[src/rtl/wash_sequencer.sv]
// Washing-machine cycle sequencer: soap wash, RINSE_COUNT rinse passes, then spin,
// with fill/drain watchdogs, a pause input and a latched fault state.
module wash_sequencer #(
  parameter int RINSE_COUNT = 2,
  parameter int CNT_W       = 16,
  parameter int WASH_TICKS  = 1000,
  parameter int RINSE_TICKS = 500,
  parameter int SPIN_TICKS  = 300,
  parameter int FILL_LIMIT  = 2000,
  parameter int DRAIN_LIMIT = 2000
) (
  input  logic       clock,
  input  logic       reset,
  input  logic       start,
  input  logic       door_close,
  input  logic       filled,
  input  logic       drained,
  input  logic       detergent_added,
  input  logic       pause,
  output logic       door_lock,
  output logic       motor_on,
  output logic       fill_valve_on,
  output logic       drain_valve_on,
  output logic       soap_wash,
  output logic       water_wash,
  output logic       done,
  output logic       fault,
  output logic [2:0] rinse_idx,
  output logic [2:0] dbg_state_o
);

  typedef enum logic [2:0] {
    S_IDLE      = 3'd0,
    S_FILL      = 3'd1,
    S_DETERGENT = 3'd2,
    S_WASH      = 3'd3,
    S_DRAIN     = 3'd4,
    S_SPIN      = 3'd5,
    S_DONE      = 3'd6,
    S_FAULT     = 3'd7
  } state_t;

  localparam logic [CNT_W-1:0] WASH_LAST  = CNT_W'(WASH_TICKS - 1);
  localparam logic [CNT_W-1:0] RINSE_LAST = CNT_W'(RINSE_TICKS - 1);
  localparam logic [CNT_W-1:0] SPIN_LAST  = CNT_W'(SPIN_TICKS - 1);
  localparam logic [CNT_W-1:0] FILL_LAST  = CNT_W'(FILL_LIMIT - 1);
  localparam logic [CNT_W-1:0] DRAIN_LAST = CNT_W'(DRAIN_LIMIT - 1);
  localparam logic [2:0]       RINSE_MAX  = 3'(RINSE_COUNT);

  state_t           state_q, state_d;
  logic [CNT_W-1:0] cnt_q, cnt_d;
  logic [2:0]       rinse_q, rinse_d;
  logic [CNT_W-1:0] wash_last;
  logic             locked;
  logic             paused;

  always_comb begin
    state_d   = state_q;
    rinse_d   = rinse_q;
    locked    = state_q inside {S_FILL, S_DETERGENT, S_WASH, S_DRAIN, S_SPIN};
    paused    = pause && (state_q inside {S_FILL, S_WASH, S_DRAIN, S_SPIN});
    wash_last = (rinse_q == 3'd0) ? WASH_LAST : RINSE_LAST;

    // An open door while locked overrides every other exit, paused or not.
    if (locked && !door_close) begin
      state_d = S_FAULT;
    end else if (!paused) begin
      case (state_q)
        S_IDLE: if (start && door_close) begin
          state_d = S_FILL;
          rinse_d = 3'd0;
        end
        S_FILL: begin
          if (filled) state_d = (rinse_q == 3'd0) ? S_DETERGENT : S_WASH;
          else if (cnt_q == FILL_LAST) state_d = S_FAULT;
        end
        S_DETERGENT: if (detergent_added) state_d = S_WASH;
        S_WASH: if (cnt_q == wash_last) state_d = S_DRAIN;
        S_DRAIN: begin
          if (drained) begin
            if (rinse_q < RINSE_MAX) begin
              rinse_d = rinse_q + 3'd1;
              state_d = S_FILL;
            end else begin
              state_d = S_SPIN;
            end
          end else if (cnt_q == DRAIN_LAST) begin
            state_d = S_FAULT;
          end
        end
        S_SPIN: if (cnt_q == SPIN_LAST) state_d = S_DONE;
        S_DONE: if (!start) state_d = S_IDLE;
        default: state_d = S_FAULT;
      endcase
    end

    if (state_d != state_q) cnt_d = '0;
    else if (paused || (cnt_q == '1)) cnt_d = cnt_q;
    else cnt_d = cnt_q + 1'b1;
  end

  // Outputs are registered from the next state so they change together with it.
  always_ff @(posedge clock or negedge reset) begin
    if (!reset) begin
      state_q        <= S_IDLE;
      cnt_q          <= '0;
      rinse_q        <= 3'd0;
      door_lock      <= 1'b0;
      motor_on       <= 1'b0;
      fill_valve_on  <= 1'b0;
      drain_valve_on <= 1'b0;
      soap_wash      <= 1'b0;
      water_wash     <= 1'b0;
      done           <= 1'b0;
      fault          <= 1'b0;
    end else begin
      state_q        <= state_d;
      cnt_q          <= cnt_d;
      rinse_q        <= rinse_d;
      door_lock      <= state_d inside {S_FILL, S_DETERGENT, S_WASH, S_DRAIN, S_SPIN};
      motor_on       <= (state_d inside {S_WASH, S_SPIN}) && !paused;
      fill_valve_on  <= (state_d == S_FILL) && !paused;
      drain_valve_on <= (state_d inside {S_DRAIN, S_SPIN}) && !paused;
      soap_wash      <= (state_d inside {S_DETERGENT, S_WASH, S_DRAIN}) && (rinse_d == 3'd0);
      water_wash     <= (state_d inside {S_FILL, S_WASH, S_DRAIN}) && (rinse_d != 3'd0);
      done           <= (state_d == S_DONE);
      fault          <= (state_d == S_FAULT);
    end
  end

  assign rinse_idx   = rinse_q;
  assign dbg_state_o = state_q;

endmodule

[config.mk]
export PLATFORM = sky130hd
export DESIGN_NAME = wash_sequencer
export DESIGN_NICKNAME = d
export VERILOG_FILES = /design/src/rtl/wash_sequencer.sv
export SDC_FILE = /design/constraint.sdc
export NUM_CORES = 1
export LEC_CHECK = 0
export ABC_CLOCK_PERIOD_IN_PS = 3300
export CAP_MARGIN = 20
export CORE_ASPECT_RATIO = 0.7
export CORE_MARGIN = 4
export CORE_UTILIZATION = 45
export DETAILED_ROUTE_END_ITERATION = 10
export PLACE_DENSITY = 0.71
export SLEW_MARGIN = 5
export SYNTH_ARGS = -nofsm -noshare
export SYNTH_HDL_FRONTEND = slang
export SYNTH_SLANG_ARGS = --single-unit
[constraint.sdc]
create_clock -name clock -period 3.3 [get_ports clock]
set_input_delay 0.66 -clock clock [delete_from_list [all_inputs] [get_ports clock]]
set_output_delay 0.66 -clock clock [all_outputs]
set_load 0.01 [all_outputs]
Yosys cells after proc, flatten, opt, wreduce, memory -nomap -nowiden
Index checks and enable logic that the tools add are counted.
Widths: inputs -> output; s select.
- output and inout bits: 14
- flip-flop bits (word level): 30
- $lt $le $gt $ge: 1
- mux-type cells: 22
- reduce and logical (&&, ||, !) cells: 22
- $add $sub $neg: 2
- eq/ne operators: 19
- operators with widths (kind ; number):
    $mux 3 ; 16
    $mux 16 ; 2
    $eq 3x3->1 const B ; 7
    $pmux 3 s7 ; 1
    $add 16x1->16 const B ; 1
    $eq 16x10->1 ; 1
    $eq 16x11->1 const B ; 1
    $eq 16x16->1 const B ; 1
    $eq 16x9->1 const B ; 1
    $eq 3x2->1 const B ; 4
    $mux 10 ; 1
    $reduce_bool 5->1 ; 2
    $logic_not 3->1 ; 3
    $reduce_bool 3->1 ; 3
    $logic_and 1x1->1 ; 8
    $eq 3x1->1 const B ; 2
    $pmux 3 s2 ; 1
    $reduce_bool 2->1 ; 2
    $reduce_bool 4->1 ; 1
    $add 3x1->3 const B ; 1
    $lt 3x2->1 const B ; 1
    $ne 3x3->1 ; 1
    $logic_not 1->1 ; 2
    $ne 2x2->1 const B ; 1
    2 further kinds ; 2

Logic depth before layout (Yosys ltp)
Gate-level depths: netlist of run 1.
- word-level depth: 10
- depth in mapped cells: 10
- mapped depth without buffers: 10

Least setup slack after synthesis of run 1
Ideal clock, no wire load.
- path kind: register to register
- start point: register state_q[0] (netlist: dbg_state_o[0])
- end point: register cnt_q[6]
- setup time: 0.119 ns
- arrival time: 2.177 ns
- path buffers: 2
- stages on the path, launching flop included: 10
- setup slack: 1.004 ns
- path through: dfrtp_1 > buf_2 > nand2b_1 > or4_1 > o41ai_1 > nor3_1 > o32a_1 > o211ai_2 > buf_6 > nor2_1
- longest elaborated chain between the ends: 7
- RTL lines (what ; RTL line ; RTL):
    start, declared ; 50 ; state_t state_q, state_d;
    start signal, assigned ; 117 ; state_q <= state_d;
    $mux 3 (tied with other cells) ; 75, 87 ;
    $mux 3 (tied with other cells) ; 80 ; if (drained) begin
    $pmux 3 s7 / $logic_and 1x1->1 (equally long branches) ; 68, 61 ;
    $mux 3 ; 67 ; end else if (!paused) begin
    $mux 3 ; 65 ; if (locked && !door_close) begin
    $ne 3x3->1 ; 97 ; if (state_d != state_q) cnt_d = '0;
    $ne 2x2->1 (no line) / $mux 16 (equally long branches) ; -- ;
    end signal, assigned ; 118 ; cnt_q <= cnt_d;
    end, declared ; 51 ; logic [CNT_W-1:0] cnt_q, cnt_d;
Parallel ways exist; a longest one is shown, timed or not.
A chain may end at the register's enable or synchronous reset.

Final worst setup path of run 1
- start point: input filled
- end point: register cnt_q[0]
- longest elaborated chain between the ends: 6
- RTL lines (what ; RTL line ; RTL):
    start, declared ; 16 ; input logic filled,
    $mux 3 (*) ; 74 ; if (filled) state_d = (rinse_q == 3'd0) ? S_DETERGENT : S_WASH;
    $pmux 3 s7 (*) ; 68 ; case (state_q)
    $mux 3 (*) ; 67 ;
    $mux 3 (*) ; 65 ;
    $ne 3x3->1 (*) ; 97 ;
    $ne 2x2->1 (no line) / $mux 16 (equally long branches) ; -- ;
Every way passes the cells marked *; elsewhere a longest branch is shown, timed or not.

==> results of run 1 <==
layout make-up:
cell class | count | area (sq um) | share of cell area (%)
Inverter | 6 | 22.5 | 0.982
Clock inverter | 2 | 12.5 | 0.546
Timing Repair Buffer | 26 | 248 | 10.8
Clock buffer | 6 | 82.6 | 3.60
Sequential cell | 30 | 751 | 32.7
Multi-Input combinational cell | 173 | 1110 | 48.5
Tap cell | 52 | 65.1 | 2.84
layer usage:
| layer | share of wire [%] | track usage, % | vias up |
|---|---|---|---|
| li1 | - | - | 837 |
| met3 | 8.0 | 4.61 | 5 |
| met4 | 1.1 | 5.25 | 0 |
| met5 | 0 | 0 | - |
| met1 | 52 | 28.1 | 782 |
| met2 | 39 | 22.7 | 57 |
final timing paths:
kind                       cells past startpoint         end  slack, ns
min in group asynchronous                      2   cnt_q[15]       0.77
hold reg to reg                                2    cnt_q[1]       0.55
max in group asynchronous                      2  water_wash       2.25
setup / recovery                               7    cnt_q[0]       0.62
hold / removal                                 2    cnt_q[1]       0.55
setup reg to reg                               7    cnt_q[0]       0.67
sequential cells by signal, summed over array words and instances, names as in the netlist:
| name | flops |
|---|---|
| soap_wash | 1 |
| motor_on | 1 |
| cnt_q | 16 |
| rinse_idx | 3 |
| dbg_state_o | 3 |
| door_lock | 1 |
| drain_valve_on | 1 |
| fill_valve_on | 1 |
| done | 1 |
| water_wash | 1 |
| fault | 1 |
power breakdown:
| group | total [W] | switching (W) | internal, W |
|---|---|---|---|
| Combinational | 0.000791 | 0.000439 | 0.000352 |
| Sequential | 0.000536 | 0.0000919 | 0.000444 |
| Clock | 0.000314 | 0.000146 | 0.000167 |
worst max-delay path, cell delays in order:
cell and delay (ns):
clkdlybuf4s50_1 0.48, or4_1 0.52, o41ai_1 0.37, nor3_1 0.08
o32a_1 0.31, o211ai_2 0.28, nor2_1 0.11
stage by stage:
stage	util (%)	hold WS, ns
final	56.7	0.555
after global routing	56.7	0.594
after CTS	56.7	0.556
after detailed placement	54.4	0.546
after global placement	54.4	0.538
after floorplan	-	0.364
cell usage in the layout, fill, tap and decap left out, types with 2 or more instances in the layout:
master / n
dfrtp_1: 30
nor2_1: 27
clkdlybuf4s50_1: 21
nand2_1: 15
a21oi_1: 11
xor2_1: 11
nor3_1: 9
nand3_1: 9
nand2b_1: 8
nor2b_1: 7
inv_1: 6
nand4_1: 6
o21ai_0: 6
clkbuf_8: 6
nand3b_1: 5
and3_1: 5
buf_4: 5
nor3b_1: 4
nor4_1: 4
xnor2_1: 4
a211o_1: 3
o22ai_1: 3
ha_1: 3
mux2i_1: 2
o31ai_1: 2
o41ai_1: 2
a22o_1: 2
o32a_1: 2
cells by family after synthesis:
family,synth area share (%)
simple gates,32.0
compound gates,15.6
flops,38.7
buf+inv,4.06
xor+xnor,6.77
fa+ha+maj,1.93
mux,1.03
==> run metrics, run 1 <==
maximum VDD drop=0.586 mV; Post CTS Setup Buffer Count=0; Die Y=63.0 um; Hold Vio Cnt, Final=0; post-synthesis area per instance=8.87 sq um; fraction of registers with async set/reset=100%; Seq/Total Area, Yosys=38.7%; slew of the pin with the lowest slew margin=0.715 ns; die area=5450 sq um; HP Class=reg -> reg; critical path arrival=2.82 ns; clock skew=0.00843 ns; CTS resizes=0; Slew Limit Fails=0; H-tree levels=2; top_reg_cell synth=dfrtp_1; clock latency on the worst-skew pair=0.28 ns; clock root cell=clkbuf_8; post-synth top area share=38.7%; post-synth top area cell=dfrtp_1; Max Fclk=374 MHz; hold buffer count at cts=0; number of synthesized flops with an enable pin=0; Remaining DRCs=0; most common cell in the synthesized netlist=dfrtp_1; max_cap viols=0; Worst Setup SP=filled; RSZ-0062 raised after global routing=no; Die X-Extent=86.5 um; routed wire length per instance=15.2 um; Ports=22; Antenna diodes=0; Synth Warn #=0; Slew headroom=52.2%; fin crit share=81.1%; grt ovf=0; Initial Util=48.0%; DRT Pass-1 Iters=4; crit start category=input pin; Inst Count DP=287; GRT Util Overall=17.7%; Critical Path RT=3.44 ns; Post-Route WL=4480 um; Yosys cell types=53; largest net degree at the start of global routing=31; synth-to-layout area growth=18.1%; top cells by count, synth=dfrtp_1 (30), nor2_1 (27), nand2_1 (15); Hold Startpoint=cnt_q[1]; Routed Antenna Nets=0; Critical R2R Launch=dbg_state_o[2]; Non-Filler Instances=295; DR vias/cell=5.70; proportion of layout cells with a drive suffix above 1=7.82%; Pwr Density=716 nW/um^2; initial antenna violation count=0; synth top area cells=dfrtp_1 (39%), nor2_1 (5.2%), xor2_1 (5.0%), nand2_1 (2.9%), a21oi_1 (2.8%); initial drt markers=146; status=finished clean; Fillers=392; IO Port Bufs=21; final net count=253; placed wire-length estimate=3240 um; core box area=4040 sq um; Power Total=0.00164 W; first-pass GRT wire length=7530 um; Post-DP Area=2200 sq um; leakage=0.943 nW; TritonCTS buffer count=5; Synth Instances=219; setup TNS=0 ns; Design Area, Final=2290 sq um; type of the worst setup path=in -> reg; Mapped Nets=230; vias in the first global route=1509; Worst Slack Setup Final=0.624 ns; CP max FO=16; Setup-failing EPs final=0; post-synthesis register bit count=30; worst-case clock buffer depth=2; dpl ws=0.360 ns; Vias=1681; element type at the critical path end=register; CTS tree=built; Clk pin slew, worst setup/hold paths=0.07 ns; Synth Cell Area=1940 sq um; GPL Wtd Cong=0.838; total clock sinks=30; Tmin final=2.68 ns; num rows=19
Power figures use the tool's default switching activity.
==> run 2, diff against run 1 <==
ABC_CLOCK_PERIOD_IN_PS = 2700   (was 3300)
clock period = 2.7 ns   (was 3.3 ns; I/O delays follow)
==> run metrics, run 2 (synthesis gave the netlist of run 1 again) <==
status=finished clean; DR vias/cell=5.85 (+2.6%); IO Port Bufs=21 (unchanged); Power Total=0.00223 W (+36%); crit start category=register; wl on met1=2540 um (+9.7%); cell repeated most along the worst path=nor4b_2; CTS tree=built; TritonCTS buffer count=5 (unchanged); Clk pin slew, worst setup/hold paths=0.07 ns (about the same); Post-DP Area=2290 sq um (+4.3%); Inst Count DP=298 (+3.8%); HP Class=reg -> reg; clock latency on the worst-skew pair=0.29 ns (about the same); H-tree levels=2 (unchanged); Die Y=63.0 um (unchanged); Post-Route WL=4950 um (+10%); slew of the pin with the lowest slew margin=0.549 ns (-0.166 ns); commonest non-fill, non-tap cell in the layout=dfrtp_1; Routed Antenna Nets=0 (unchanged); CP max stage delay=0.47 ns (-0.05 ns); initial drt markers=151 (+3.4%); Remaining DRCs=0 (unchanged); Critical R2R Launch=cnt_q[11]; CP max FO=9 (-7); slowest stage cell, crit path=o41a_1; type of the worst setup path=reg -> reg; worst-case clock buffer depth=2 (unchanged); GRT Util Overall=20.0% (+2.4 points); critical path, cell by cell=nor4b_2 -> nand2_1 -> o41a_1 -> o32ai_2 -> a211o_2 -> nor2_1 -> nor4b_2; Tmin final=2.46 ns; largest register by flop count=cnt_q; Critical Path RT=2.89 ns (-0.55 ns); fin crit share=91.3%; Pwr Density=925 nW/um^2 (+29%); first-pass GRT wire length=8620 um (+14%); GPL Wtd Cong=0.852 (+1.6%); synth-to-layout area growth=24.2%; RSZ-0062 raised after global routing=no; placed wire-length estimate=3440 um (+6.3%); met2 WL=2060 um (+17%); die area=5450 sq um (unchanged); Non-Filler Instances=306 (+3.7%); Initial Util=48.0% (unchanged); maximum VDD drop=0.629 mV (+7.4%); Setup-failing EPs final=0 (unchanged); critical path arrival=2.66 ns (-0.16 ns); metal3 WL=270 um (-25%); Slew headroom=63.2% (+11 points); leakage=1.01 nW (+7.0%); reg2reg path depth=7 (unchanged); Vias=1789 (+6.4%); final net count=264 (+4.3%); Max Fclk=406 MHz; Hold Vio Cnt, Final=0 (unchanged); clock skew=0.00783 ns (-0.000594 ns); hold path cells=2 (unchanged); max_cap viols=0 (unchanged); clock root cell=clkbuf_8; proportion of layout cells with a drive suffix above 1=13.4% (+5.6 points); Ports=22 (unchanged); largest net degree at the start of global routing=31 (unchanged); Design Area, Final=2410 sq um (+5.1%); most frequent cells in the layout=dfrtp_1 (30), nor2_1 (27), clkdlybuf4s50_1 (21), nand2_1 (15), buf_4 (15); Slew Limit Fails=0 (unchanged); Max Used Layer=met4; total clock sinks=30 (unchanged); element type at the critical path end=register; initial antenna violation count=0 (unchanged); grt ovf=0 (unchanged); Hold Startpoint=cnt_q[1]; Fillers=373 (-4.8%); max reg flops=16 (unchanged); Antenna diodes=0 (unchanged); num rows=19 (unchanged); routed wire length per instance=16.2 um (+6.4%); Die X-Extent=86.5 um (unchanged); setup TNS=0 ns (unchanged); DRT Pass-1 Iters=4 (unchanged); vias in the first global route=1679 (+11%); Worst Setup SP=cnt_q[11]; core box area=4040 sq um (unchanged)
==> run 2: cell types whose count changed in the layout (fill, tap and decap cells not counted), sizes merged <==
cell,change
buf,+11
==> run 2: repair_timing <==
action | in CTS | in global routing
setup buffers | 0 | 0
endpoints found under the setup margin | 0 | 7
gates resized for setup | 0 | 4
hold buffers | 0 | 0
==> run 2: per-layer routing <==
metal | track usage (%) | up-vias
li1 | - | 866
met2 | 26.7 | 43
met1 | 31.3 | 870
met5 | 0 | -
met4 | 5.64 | 0
met3 | 5.01 | 10
==> run 2: report_power, final <==
part	internal [W]	total [W]	switching, W
Clock	0.000205	0.000400	0.000195
Sequential	0.000544	0.000604	0.0000593
Combinational	0.000563	0.00123	0.000663
Total	0.00131	0.00223	0.000917
==> run 2: worst paths after layout <==
path	end	slack [ns]
setup / recovery	motor_on	0.24
hold / removal	cnt_q[1]	0.56
setup reg to reg	motor_on	0.24
hold reg to reg	cnt_q[1]	0.56
max in group asynchronous	cnt_q[0]	1.77
min in group asynchronous	rinse_idx[1]	0.63
==> run 2: cell type report <==
| cell class | count | area [sq um] | share of cell area, % |
|---|---|---|---|
| Tap cell | 52 | 65.1 | 2.70 |
| Clock inverter | 2 | 12.5 | 0.519 |
| Inverter | 6 | 22.5 | 0.934 |
| Sequential cell | 30 | 751 | 31.1 |
| Clock buffer | 6 | 82.6 | 3.43 |
| Timing Repair Buffer | 37 | 343 | 14.2 |
| Multi-Input combinational cell | 173 | 1130 | 47.1 |
==> run 2: stage by stage <==
| step | setup WS [ns] | util, % | hold slack, ns |
|---|---|---|---|
| after floorplan | 0.404 | - | 0.244 |
| after global placement | 0.0334 | 56.7 | 0.537 |
| after detailed placement | 0.0205 | 56.7 | 0.553 |
| after CTS | 0.0531 | 59.1 | 0.563 |
| after global routing | 0.0628 | 59.7 | 0.619 |
| final | 0.235 | 59.7 | 0.555 |
==> run 2: worst max-delay path, delay by kind of cell (launching register included) <==
family,cells,cell delay (ns)
AO/OA/AOI/OAI,3,1.05
flip-flops,1,0.45
AND/OR/NAND/NOR,4,0.88
